<file path="config.mk">
export PLATFORM = sky130hd
export DESIGN_NAME = johnson_decoder_flat
export DESIGN_NICKNAME = d
export VERILOG_FILES = /design/src/rtl/johnson_decoder_if.sv /design/src/rtl/johnson_decoder.sv /design/src/flat_wrapper.sv
export SDC_FILE = /design/constraint.sdc
export NUM_CORES = 1
export LEC_CHECK = 0
export ABC_AREA = 1
export CAP_MARGIN = 10
export CORE_MARGIN = 4
export CORE_UTILIZATION = 45
export CTS_BUF_LIST = sky130_fd_sc_hd__clkbuf_4 sky130_fd_sc_hd__clkbuf_8 sky130_fd_sc_hd__clkbuf_16
export CTS_CLUSTER_DIAMETER = 120
export DETAILED_ROUTE_END_ITERATION = 8
export MAX_ROUTING_LAYER = met4
export PLACE_DENSITY = 0.79
export SYNTH_ARGS = -nofsm -noshare
export SYNTH_HDL_FRONTEND = slang
export SYNTH_SLANG_ARGS = --single-unit
</file>
<file path="constraint.sdc">
create_clock -name clk -period 5.4 [get_ports clk]
set_input_delay 1.08 -clock clk [delete_from_list [all_inputs] [get_ports clk]]
set_output_delay 1.08 -clock clk [all_outputs]
set_load 0.1 [all_outputs]
</file>
<file path="src/rtl/johnson_decoder_if.sv">
// Sample/decode bundle between a Johnson-code source and johnson_decoder.
// The master drives the code samples and the slave returns the decoded status.
interface johnson_decoder_if #(
  parameter int unsigned N  = 6,
  parameter int unsigned IW = 4
);
  logic [N-1:0]   q_in;
  logic           valid_in;
  logic [IW-1:0]  index;
  logic [2*N-1:0] onehot;
  logic           legal;
  logic           locked;
  logic           seq_err;
  logic [7:0]     err_count;

  modport master (
    output q_in, valid_in,
    input  index, onehot, legal, locked, seq_err, err_count
  );

  modport slave (
    input  q_in, valid_in,
    output index, onehot, legal, locked, seq_err, err_count
  );
endinterface

</file>
<file path="src/rtl/johnson_decoder.sv">
// Johnson (twisted-ring) code checker/decoder: validates each sample, decodes it to
// an index and a one-hot vector, and tracks successor order with a lock FSM.
module johnson_decoder #(
  parameter int unsigned N        = 6,
  parameter int unsigned LOCK_LEN = 3,
  parameter int unsigned IW       = 4
) (
  input  logic            clk,
  input  logic            clear,
  johnson_decoder_if.slave bus
);

  typedef enum logic [1:0] {UNLOCKED, ACQUIRE, LOCKED} state_t;

  localparam logic [IW-1:0] LAST_IDX = IW'(2*N-1);
  localparam logic [3:0]    LOCK_RUN = 4'(LOCK_LEN);

  state_t         state;
  logic [3:0]     run;
  logic [IW-1:0]  prev;
  logic [IW-1:0]  index_r;
  logic [2*N-1:0] onehot_r;
  logic           legal_r;
  logic           locked_r;
  logic           seq_err_r;
  logic [7:0]     err_count_r;

  logic [N-1:0]   code;
  logic [N-1:0]   ncode;
  logic           is_legal;
  logic [IW:0]    pc;
  logic [IW-1:0]  dec_idx;
  logic [2*N-1:0] dec_oh;
  logic [IW-1:0]  succ;
  logic           is_succ;
  logic [7:0]     err_inc;

  // 0*1* codes satisfy c & (c+1) == 0; 1*0* codes satisfy the same on ~c.
  always_comb begin
    code     = bus.q_in;
    ncode    = ~bus.q_in;
    is_legal = ((code & (code + N'(1))) == '0) || ((ncode & (ncode + N'(1))) == '0);

    pc = '0;
    for (int unsigned i = 0; i < N; i++) begin
      pc = pc + (IW+1)'(code[i]);
    end
    dec_idx = code[N-1] ? IW'(2*N - int'(pc)) : IW'(pc);

    dec_oh = '0;
    for (int unsigned i = 0; i < 2*N; i++) begin
      dec_oh[i] = (dec_idx == IW'(i));
    end

    succ    = (prev == LAST_IDX) ? '0 : prev + IW'(1);
    is_succ = (dec_idx == succ);
    err_inc = (err_count_r == 8'hFF) ? err_count_r : err_count_r + 8'd1;
  end

  always_ff @(posedge clk) begin
    if (clear) begin
      state       <= UNLOCKED;
      run         <= '0;
      prev        <= '0;
      index_r     <= '0;
      onehot_r    <= '0;
      legal_r     <= 1'b0;
      locked_r    <= 1'b0;
      seq_err_r   <= 1'b0;
      err_count_r <= '0;
    end else begin
      seq_err_r <= 1'b0;
      if (bus.valid_in) begin
        legal_r <= is_legal;
        if (is_legal) begin
          index_r  <= dec_idx;
          onehot_r <= dec_oh;
          prev     <= dec_idx;
        end else begin
          onehot_r <= '0;
        end

        case (state)
          UNLOCKED: begin
            if (is_legal) begin
              state <= ACQUIRE;
              run   <= '0;
            end else begin
              err_count_r <= err_inc;
            end
          end
          ACQUIRE: begin
            if (!is_legal) begin
              state       <= UNLOCKED;
              err_count_r <= err_inc;
            end else if (is_succ) begin
              run <= run + 4'd1;
              if (run + 4'd1 == LOCK_RUN) begin
                state    <= LOCKED;
                locked_r <= 1'b1;
              end
            end else begin
              run <= '0;
            end
          end
          LOCKED: begin
            // An illegal sample and an out-of-order one both count as a single error.
            if (!(is_legal && is_succ)) begin
              state       <= UNLOCKED;
              locked_r    <= 1'b0;
              seq_err_r   <= 1'b1;
              err_count_r <= err_inc;
            end
          end
          default: begin
            state    <= UNLOCKED;
            locked_r <= 1'b0;
          end
        endcase
      end
    end
  end

  assign bus.index     = index_r;
  assign bus.onehot    = onehot_r;
  assign bus.legal     = legal_r;
  assign bus.locked    = locked_r;
  assign bus.seq_err   = seq_err_r;
  assign bus.err_count = err_count_r;

endmodule

</file>
<file path="src/flat_wrapper.sv">
// flat-port wrapper written by rule: the top's interface ports become plain ports
module johnson_decoder_flat 
#(
  parameter int unsigned N        = 6,
  parameter int unsigned LOCK_LEN = 3,
  parameter int unsigned IW       = 4
)
  (clk, clear, bus_q_in, bus_valid_in, bus_index, bus_onehot, bus_legal, bus_locked, bus_seq_err, bus_err_count);
  johnson_decoder_if #(.N(N), .IW(IW)) bus_i ();
  input  logic clk;
  input  logic clear;
  input wire logic [$bits(bus_i.q_in)-1:0] bus_q_in;
  input wire logic [$bits(bus_i.valid_in)-1:0] bus_valid_in;
  output wire logic [$bits(bus_i.index)-1:0] bus_index;
  output wire logic [$bits(bus_i.onehot)-1:0] bus_onehot;
  output wire logic [$bits(bus_i.legal)-1:0] bus_legal;
  output wire logic [$bits(bus_i.locked)-1:0] bus_locked;
  output wire logic [$bits(bus_i.seq_err)-1:0] bus_seq_err;
  output wire logic [$bits(bus_i.err_count)-1:0] bus_err_count;
  assign bus_i.q_in = bus_q_in;
  assign bus_i.valid_in = bus_valid_in;
  assign bus_index = bus_i.index;
  assign bus_onehot = bus_i.onehot;
  assign bus_legal = bus_i.legal;
  assign bus_locked = bus_i.locked;
  assign bus_seq_err = bus_i.seq_err;
  assign bus_err_count = bus_i.err_count;
  johnson_decoder #(.N(N), .LOCK_LEN(LOCK_LEN), .IW(IW)) u_core (.clk(clk), .clear(clear), .bus(bus_i));
endmodule
</file>
-- Word-level counts from Yosys, hierarchy flattened
Cells that the tools add are included.
- register bits: 33
- output and inout port bits: 27
- $add $sub $neg: 11
- equality and inequality tests: 25
- multiplexer cells: 23
- bitwise logic cells: 6
- reduce and logical (&&, ||, !) cells: 15
- operator list (kind ; number):
    $mux 8 ; 3
    $eq 4x4->1 const B ; 5
    $mux 4 ; 5
    $add 4x1->4 ; 4
    $eq 4x3->1 const B ; 4
    $pmux 8 s2 ; 1
    $add 6x1->6 const B ; 2
    $and 6x6->6 ; 2
    $eq 4x2->1 const B ; 3
    $logic_not 6->1 ; 2
    $mux 12 ; 1
    $mux 2 ; 5
    $add 4x1->4 const B ; 2
    $add 8x1->8 const B ; 1
    $eq 8x8->1 const B ; 1
    $ne 2x1->1 const B ; 4
    $pmux 4 s2 ; 1
    $reduce_and 4->1 ; 2
    $ne 3x3->1 const B ; 2
    $not 6->6 ; 1
    $pmux 2 s3 ; 1
    $reduce_and 6->1 ; 1
    $mux 1 ; 5
    $reduce_and 5->1 ; 1
    other kinds (17) ; 21

-- Longest topological paths before layout
- depth in word-level cells: 11
- gate-level depth with buffers: 21
- gate-level depth less buffers: 21

-- Worst setup path before layout
No wires, ideal clock.
- path kind: in2reg
- from: in bus_q_in[0]
- to: reg u_core.err_count_r[0] (netlist: u_core.bus.err_count[0])
- arrival: 3.958 ns
- required time: 5.290 ns
- setup slack: 1.333 ns
- cell stages on the path: 21
- path through: inv_1 -> ha_1 -> inv_1 -> fa_1 -> fa_1 -> fa_1 -> ha_1 -> nand2_1 -> nand2_2 -> nand2_1 -> nand2_1 -> clkinv_1 -> nand3_2 -> nor2_4 -> nand3_4 -> nand2_4 -> inv_4 -> nand2_1 -> nand2_1 -> inv_1 -> nor2_1
- word-level cells in the longest chain between the ends: 11
- RTL lines (item ; line ; source):
    from (decl) ; flat_wrapper.sv:12 ; input wire logic [$bits(bus_i.q_in)-1:0] bus_q_in;
    $add 1x1->2 ; johnson_decoder.sv:46 ; pc = pc + (IW+1)'(code[i]);
    $add 4x1->4 (4 in series) ; johnson_decoder.sv:46 ;
    $sub 4x4->4 ; johnson_decoder.sv:48 ; dec_idx = code[N-1] ? IW'(2*N - int'(pc)) : IW'(pc);
    $mux 4 ; johnson_decoder.sv:48 ;
    $eq 4x4->1 ; johnson_decoder.sv:56 ; is_succ = (dec_idx == succ);
    $logic_and 1x1->1 ; johnson_decoder.sv:108 ; if (!(is_legal && is_succ)) begin
    $ne 2x2->1 (no line) ; -- ;
    $reduce_and 4->1 (no line) * ; -- ;
    to (signal assigned) ; johnson_decoder.sv:89 ; err_count_r <= err_inc;
    to (signal assigned) ; johnson_decoder.sv:95 ; err_count_r <= err_inc;
    to (signal assigned) ; johnson_decoder.sv:112 ; err_count_r <= err_inc;
    to (decl) ; johnson_decoder.sv:26 ; logic [7:0] err_count_r;
Mark *: on every way between the ends. The rest lies on a longest branch, timed or not.
A chain may end at the register's enable or synchronous reset.

-- Worst setup path in the final report
Same ends and word-level chain as after synthesis.

==> key figures <==
STA
  • RSZ-0062 raised after global routing: no
  • Fmax: 215.9 MHz
  • Crit path time final: 4.632 ns
  • Final Hold Vio Count: 0
  • Fin worst setup slack: 0.7684 ns
  • Clock skew: 0.004608 ns
  • Final TNS setup: 0 ns
  • Worst-Margin Slew: 0.9794 ns
  • Slew Viols, Final: 0
  • Final Cycle Share: 0.8577
  • Final Setup Violations: 0
  • Rel. slew slack: 0.3450
  • Final Hold Slack: 0.4711 ns

Power
  • VDD IR max: 0.1679 mV
  • Sw Ratio: 0.4031
  • Psw: 315.8 uW
  • Leakage power: 1.124 nW
  • P_int: 467.5 uW
  • Pwr per Cell Area: 296.6 nW/um^2
  • Overall power: 783.3 uW
  • Clock share of power: 0.308
  • Sequential power share: 0.336
  • Logic pwr share: 0.356

Synth
  • Number of synthesized register bits: 33
  • Net count after synthesis: 333
  • Synth unique cells: 31
  • Post-Syn Area: 2127 sq um
  • Ys async rst share: 0
  • Cells after synthesis: 312
  • Mean Syn Cell Area: 6.817 sq um
  • Yosys warns: 0
  • Register area share after synthesis: 0.3106
  • Number of synthesized flops with an enable pin: 0
  • Top_reg_cell synth: dfxtp_1

Die
  • Die height: 76.75 microns
  • Core area: 4474 sq um
  • Core Rows: 24
  • Io pins: 36
  • Die X: 76.75 microns
  • Die area: 5891 sq um
  • Starting Density: 0.4754

Drt
  • DR WL/cell: 12.33 microns
  • DRT Pass-1 Iters: 4
  • Vias: 2019
  • Routed wire length: 4970 microns
  • 1st-iter DRT viols: 115
  • DR vias/cell: 5.010
  • Antenna-violating nets left: 0
  • Residual DRC: 0

Clock network
  • Maximum level of the CTS H-tree: 2
  • CTS Root Cell: clkbuf_8
  • Number of buffers created by CTS: 5
  • CTS tree: done
  • # Post-CTS Setup Buffers: 0
  • Clock sinks: 33
  • Clock-pin slew on the worst setup and hold paths: 0.08 ns
  • Bufs on Longest Clock Path: 2
  • Post-CTS resize count: 0
  • Worst-Skew Late Latency: 0.29 ns
  • Cts hold-fix bufs: 0

Global routing
  • GRT Total Usage: 0.1816
  • Largest net degree at the start of global routing: 20
  • Initial antenna violation count: 0
  • Global-route wire length before repair: 8562 microns
  • Final global-route overflow total: 0
  • Number of global-route vias before repair: 1959

Worst setup path
  • Most used cell, CP: nand2_1
  • Cell chain of the critical path: clkdlybuf4s50_1, inv_1, ha_1, inv_1, fa_1, fa_1, fa_1, ha_1, nand2_1, nand2_1, nand2_2, inv_4, nand2_2, nand3_2, nor2_4, nand3_4, nand2_4, inv_4, nand2_1, nand2_1, inv_1, nor2_1
  • Slowest cell on the critical path: clkdlybuf4s50_1
  • R2R cell count: 14
  • Largest stage delay on the critical path: 0.54 ns
  • Worst-path fanout max: 9
  • CP Capture Type: flop
  • Worst Path Required: 5.59 ns
  • Worst EP arrival: 4.82 ns
  • Nature of the critical path startpoint: primary input
  • Critical Setup Path Class: primary input to flop

Flow run
  • Max-Cap Viols: 0

Finish
  • Final Non-Filler Cells: 403
  • Final core utilization: 0.5903
  • Fillers: 415
  • Fin area: 2641 sq um
  • Ant. Diodes: 0
  • Area Overhead vs Synth: 24.18%
  • Fraction of layout cells with a size suffix above 1: 0.1254
  • Final Net Count: 371

Placement
  • Dpl cells: 395
  • Dpl hpwl: 3752 microns
  • Routability cong.: 0.9039
  • Area after DPL: 2526 sq um
  • I/O Buffers: 35
  • Place WS: 0.4815 ns

Status
  • Status: complete, no violations

Worst hold path
  • Min-Delay Path Class: flop to flop
  • WHS Path Cells: 2
[cell usage after synthesis, types with 5 or more instances]
master | n | area, sq um
nor2_1 | 34 | 127.6
inv_4 | 5 | 31.28
a21oi_1 | 22 | 110.1
inv_2 | 6 | 22.52
dfxtp_1 | 33 | 660.6
ha_1 | 9 | 112.6
nand2_2 | 7 | 43.79
nand2_1 | 95 | 356.6
inv_1 | 38 | 142.6
o21ai_0 | 5 | 25.02
nand3_1 | 19 | 95.09
[final timing paths]
| path | to | from | slack (ns) |
|---|---|---|---|
| min reg2reg | u_core.bus.onehot[1] | u_core.bus.onehot[1] | 0.47 |
| max reg2reg | u_core.bus.err_count[0] | u_core.prev[0] | 3.47 |
| min | u_core.bus.onehot[1] | u_core.bus.onehot[1] | 0.47 |
| max | u_core.bus.err_count[0] | bus_q_in[0] | 0.77 |
[power groups by stage]
stage	sequential [mW]	clock, mW	combinational (mW)
after floorplan	0.323	0	0.161
after global placement	0.268	0	0.269
after detailed placement	0.268	0	0.276
after CTS	0.263	0.245	0.278
after global routing	0.264	0.256	0.304
final	0.263	0.242	0.279
[registers in the layout (all words and copies together), names as in the netlist]
name                  cells
u_core.state              2
u_core.bus.seq_err        1
u_core.run                4
u_core.bus.locked         1
u_core.bus.onehot        12
u_core.prev               4
u_core.bus.legal          1
u_core.bus.err_count      8
[cells in the final DEF, fill, tap and decap left out, types with 2 or more instances in the layout]
cell type	instances
nand2_4	2
o21ai_1	4
nand2_2	7
dfxtp_1	33
clkdlybuf4s50_1	35
inv_4	5
nand4_1	4
nand3_1	19
o21ai_0	5
ha_1	9
a21oi_2	2
nor2_1	34
inv_2	6
clkbuf_8	5
a21oi_1	22
xnor2_1	2
inv_1	38
nand3_2	4
nor3_4	4
nand2_1	95
fa_1	3
[worst max-delay path: cells and delay by family]
kind | cells | cell delay (ns)
buffers and inverters | 6 | 0.89
adder cells (fa/ha/maj) | 5 | 1.86
AND/OR/NAND/NOR | 11 | 0.99
[final cells by class]
class                      count  area, sq um  share of cell area
tap                           52        65.06             0.02463
inverter                      50        200.2             0.07579
clock inverter                 3        46.29             0.01753
sequential                    33        660.6              0.2501
timing repair buffer          35        350.3              0.1326
multi-input combinational    225         1250              0.4732
clock buffer                   5        68.82             0.02605
[cell families (layout without fill, tap and decap cells)]
kind of cell    Yosys count  count (layout)  synth area share
simple gates            177             177            0.4135
buf+inv                  54              93            0.1018
compound gates           34              34           0.08471
flops                    33              33            0.3106
fa+ha+maj                12              12           0.08118
xor+xnor                  2               2          0.008237
[layer usage]
layer / GRT usage / vias up / part of all wire
met2: 0.2866 / 54 / 0.48
met4: 0.07246 / 0 / 0.014
met3: 0.03864 / 10 / 0.039
li1: - / 1055 / -
met1: 0.2263 / 900 / 0.47
met5: - / - / 0
No activity file was read; power rests on OpenSTA's default activity.
